$ cat src/rtl/result_accumulator.sv
// Frame accumulator: sums 2^LOG2_N add_multiply results and reports the frame sum and mean.
// Define AVG_ROUND_EN for a round-half-up mean; the default build truncates toward minus infinity.
module result_accumulator #(
    parameter int LOG2_N = 2
) (
    input  logic              clk,
    input  logic              rst,
    input  logic              ce,
    input  logic              clr,
    input  logic              in_valid,
    input  logic signed [9:0] Y_in,
    output logic              out_valid,
    output logic signed [13:0] sum,
    output logic signed [9:0] y_avg,
    output logic              busy,
    output logic [1:0]        dbg_state
);

    // Handshake: a sample is taken on any rising edge with ce=1, in_valid=1 and clr=0;
    // out_valid has no ready, it stays high for as long as the DUMP state is held.
    typedef enum logic [1:0] {
        IDLE = 2'd0,
        ACC  = 2'd1,
        DUMP = 2'd2
    } state_t;

    localparam logic [LOG2_N-1:0] CNT_ONE  = 1;
    localparam logic [LOG2_N-1:0] CNT_LAST = {LOG2_N{1'b1}};

    state_t                    state_q, state_d;
    logic signed [13:0]        acc_q, acc_d;
    logic [LOG2_N-1:0]         count_q, count_d;
    logic signed [13:0]        sum_q, sum_d;
    logic signed [9:0]         avg_q, avg_d;

    logic signed [13:0]        y_ext;
    logic signed [13:0]        total;
    logic signed [14:0]        total_w;
    logic signed [14:0]        avg_w;

    assign y_ext   = {{4{Y_in[9]}}, Y_in};
    assign total   = acc_q + y_ext;
    assign total_w = {total[13], total};

`ifdef AVG_ROUND_EN
    localparam logic signed [14:0] ROUND_BIAS = 15'sd1 <<< (LOG2_N - 1);
    assign avg_w = (total_w + ROUND_BIAS) >>> LOG2_N;
`else
    assign avg_w = total_w >>> LOG2_N;
`endif

    always_ff @(posedge clk) begin
        if (rst) begin
            state_q <= IDLE;
            acc_q   <= '0;
            count_q <= '0;
            sum_q   <= '0;
            avg_q   <= '0;
        end else begin
            state_q <= state_d;
            acc_q   <= acc_d;
            count_q <= count_d;
            sum_q   <= sum_d;
            avg_q   <= avg_d;
        end
    end

    always_comb begin
        state_d = state_q;
        acc_d   = acc_q;
        count_d = count_q;
        sum_d   = sum_q;
        avg_d   = avg_q;
        if (ce) begin
            if (clr) begin
                // Abort drops the partial frame but keeps the last reported result.
                state_d = IDLE;
                acc_d   = '0;
                count_d = '0;
            end else begin
                case (state_q)
                    ACC: begin
                        if (in_valid) begin
                            if (count_q == CNT_LAST) begin
                                state_d = DUMP;
                                sum_d   = total;
                                avg_d   = 10'(avg_w);
                                acc_d   = '0;
                                count_d = '0;
                            end else begin
                                acc_d   = total;
                                count_d = count_q + CNT_ONE;
                            end
                        end
                    end
                    default: begin
                        // IDLE and DUMP both open a new frame on a sample, else rest in IDLE.
                        if (in_valid) begin
                            state_d = ACC;
                            acc_d   = y_ext;
                            count_d = CNT_ONE;
                        end else begin
                            state_d = IDLE;
                        end
                    end
                endcase
            end
        end
    end

    assign out_valid = (state_q == DUMP);
    assign busy      = (state_q == ACC);
    assign sum       = sum_q;
    assign y_avg     = avg_q;
    assign dbg_state = state_q;

endmodule

$ cat config.mk
export PLATFORM = sky130hd
export DESIGN_NAME = result_accumulator
export DESIGN_NICKNAME = d
export VERILOG_FILES = /design/src/rtl/result_accumulator.sv
export SDC_FILE = /design/constraint.sdc
export NUM_CORES = 1
export LEC_CHECK = 0
export CAP_MARGIN = 20
export CORE_UTILIZATION = 45
export DETAILED_ROUTE_END_ITERATION = 8
export PLACE_DENSITY_LB_ADDON = 0.1
export SLEW_MARGIN = 20
export SYNTH_ARGS = -nofsm -noshare
export SYNTH_HDL_FRONTEND = slang
export SYNTH_SLANG_ARGS = --single-unit
$ cat constraint.sdc
create_clock -name clk -period 2.8 [get_ports clk]
set_input_delay 0.42 -clock clk [delete_from_list [all_inputs] [get_ports clk]]
set_output_delay 0.42 -clock clk [all_outputs]
set_load 0.01 [all_outputs]
==> results.yml <==
die:
  core_um2: 4120
  dieArea_um2: 4680
  start_util_pct: 48.3
  io_pins: 43
  die_w_um: 68.4
  dieHeight_um: 68.4
  num_rows: 23
worst_setup_path:
  crit_slowest_cell: "clkdlybuf4s50_1"
  r2r_cells: 9
  crit_start: "Y_in[0]"
  r2r_start: "acc_q[0]"
  path_cells: "clkdlybuf4s50_1 -> ha_1 -> fa_1 -> a21o_1 -> a221oi_2 -> o221ai_2 -> a41oi_2 -> buf_4 -> xor2_1 -> o22ai_1"
  ff2ff_setup_slack_ps: 500
  crit_arrival_ps: 2760
  r2r-end: "acc_q[12]"
  worst_setup_path_endpoint: "acc_q[12]"
  crit_fanout: 2
  critPathLaunchType: "input pin"
  cp-end-kind: "register"
  crit_type: "input pin to register"
  critPathMaxStageDelay_ps: 420
  cp.required_ps: 2980
clocking:
  cts_made_buffers: 5
  htree_levels: 2
  max-clock-path-buffers: 2
  cts-resized-gates: 0
  cts_tree: "yes"
  cts.sinks: 32
  cts_hold_buf: 0
  clkSlewWorstSetupHoldPaths_ps: 80
  clkLatencyLatePin_ps: 290
  post_cts_buffers: 0
  cts_root_buf: "clkbuf_8"
timing:
  slew_headroom_pct: 66.8
  min_period_ps: 2570
  final.setup_skew_ps: 8.44
  rsz0062_at_grt: "no"
  report.final.hold_viol_count: 0
  setup_viol: 0
  fmax_ghz: 0.389
  drv_slew: 0
  worst_hold_slack_ps: 453
  tightestPinTransition_ps: 498
  finalCritPeriodShare_pct: 91.9
pwr:
  p_total_mw: 1.11
  power_leakage_nw: 1.05
  ir_drop_mv: 0.303
  power_density_nw_per_um2: 430
placement:
  io_buffers: 42
  place_congestion: 0.806
  hpwlAfterDp_mm: 3.50
grt:
  grt_usage_pct: 24.6
  grt_start_max_net_pins: 18
  antenna_found_initial: 0
  grt_pass1_vias: 1734
  grt_pass1_wl_mm: 8.36
  grt.overflow.total: 0
synth:
  avgSynthCellArea_um2: 8.14
  syn-num-nets: 274
  netlist_area_um2: 1990
  synth_edf_count: 0
  seq_area_frac_synth_pct: 32.3
  synthFlopType: "dfxtp_1"
  synth_area_leaders: "dfxtp_1 32%, ha_1 8.8%, a21oi_1 7.1%"
  netlist_instances: 244
  synth_top_area_share_pct: 32.3
  ys_seq_elements: 32
  synth_top_area_cell: "dfxtp_1"
  synth_cell_types: 47
  ys_async_sr_fraction_pct: 0
  ys_warn_count: 0
layout:
  final_common_cell: "clkdlybuf4s50_1"
  final_layout_size_suffix_gt1_share_pct: 11.1
  syn_to_final_growth_pct: 29.6
  final_nets: 317
  final_cell_mix: "42 x clkdlybuf4s50_1, 32 x dfxtp_1, 28 x a21oi_1, 25 x nand2_1, 22 x nor2_1"
  fillCellCount: 396
  insertedDiodeCount: 0
routing:
  wirelength_mm: 5.01
  vias: 1914
  wl_per_cell_um: 14.8
  drtAntennaViolNets: 0
  drt_first_pass_iters: 4
  initialDrtViolationCount: 142
  drc: 0
  vias_per_cell: 5.66
flow_run:
  max_cap_viol_count: 0
min_path:
  min_path_type: "register to register"
status:
  run_status: "completed"
## worst max-delay path, delay by kind of cell
family | cells | cell delay (ps)
compound gates | 5 | 1000
xor+xnor | 1 | 140
buf+inv | 2 | 560
fa+ha+maj | 2 | 620
## logic make-up (layout without fill, tap and decap cells)
kind of cell,Yosys count,count (layout),share of synthesized area [%]
AO/OA/AOI/OAI,74,74,25.3
XOR/XNOR,10,10,4.41
adder cells (fa/ha/maj),15,15,9.83
buffers and inverters,30,74,7.69
flip-flops,32,32,32.3
AND/OR/NAND/NOR,83,83,20.5
## area by class of cell
class                   instances  area, um^2  area share, %
clock buffers                   5        68.8           2.67
clock inverters                 3        42.5           1.65
inverters                       9        33.8           1.31
multi-input cells             182        1190           46.3
flip-flops and latches         32         641           24.9
well taps                      50        62.6           2.43
repair buffers                 57         533           20.7
## stage by stage
stage	instance area, um^2	std cells	TNS [ps]	util [%]	setup slack, ps
floorplan	1990	244	0	-	339
CTS	2570	338	0	62.5	221
global placement	2460	330	-247	59.8	-73.4
global route	2570	338	0	62.5	84.5
detailed placement	2460	330	-294	59.8	-88.8
finish	2570	338	0	62.5	227
## worst min-delay path by stage
stage | slack (ps) | to | start | cells after the start
4_1_cts | 460 | sum[1] | sum[1] | 2
6_report | 450 | sum[1] | sum[1] | 2
5_1_grt | 470 | sum[0] | sum[0] | 2
3_3_place_gp | 440 | sum[1] | sum[1] | 2
2_1_floorplan | 460 | acc_q[0] | acc_q[0] | 2
3_5_place_dp | 450 | sum[1] | sum[1] | 2
## per-layer routing
metal  track usage (%)  up-vias  share of wire (%)
met5                 0        -                  0
met4              10.9        0                1.6
met3              5.67        8                4.7
met2              38.2       47                 46
met1              32.1      894                 48
li1                  -      965                  -
## registers in the layout (all words and copies together), names as in the netlist
name / cells
acc_q: 14
dbg_state: 2
sum: 14
count_q: 2
## cell usage after synthesis (2+ instances only)
cell type and count:
o21ai_0 7, a31o_2 3, buf_4 10, nand2_1 25, o22ai_1 5, nor3_1 3
a21oi_1 28, dfxtp_1 32, a21o_1 6, a22oi_1 6, nor2_1 22, and3_1 3
a211oi_1 3, nor4_1 5, xor2_1 5, or3_1 3, clkbuf_1 7, inv_1 8
nor2b_1 2, a222oi_1 2, nand3_1 6, nand3b_1 2, xnor2_1 5, ha_1 14
and4_1 3, nand2b_1 3, buf_2 2, a311o_1 4, buf_1 2
## report_power, final
group / total, mW / internal [mW] / switching (mW)
logic: 0.182 / 0.0797 / 0.102
registers: 0.469 / 0.464 / 0.00545
clock network: 0.456 / 0.263 / 0.192
No activity file was read; power rests on OpenSTA's default activity.
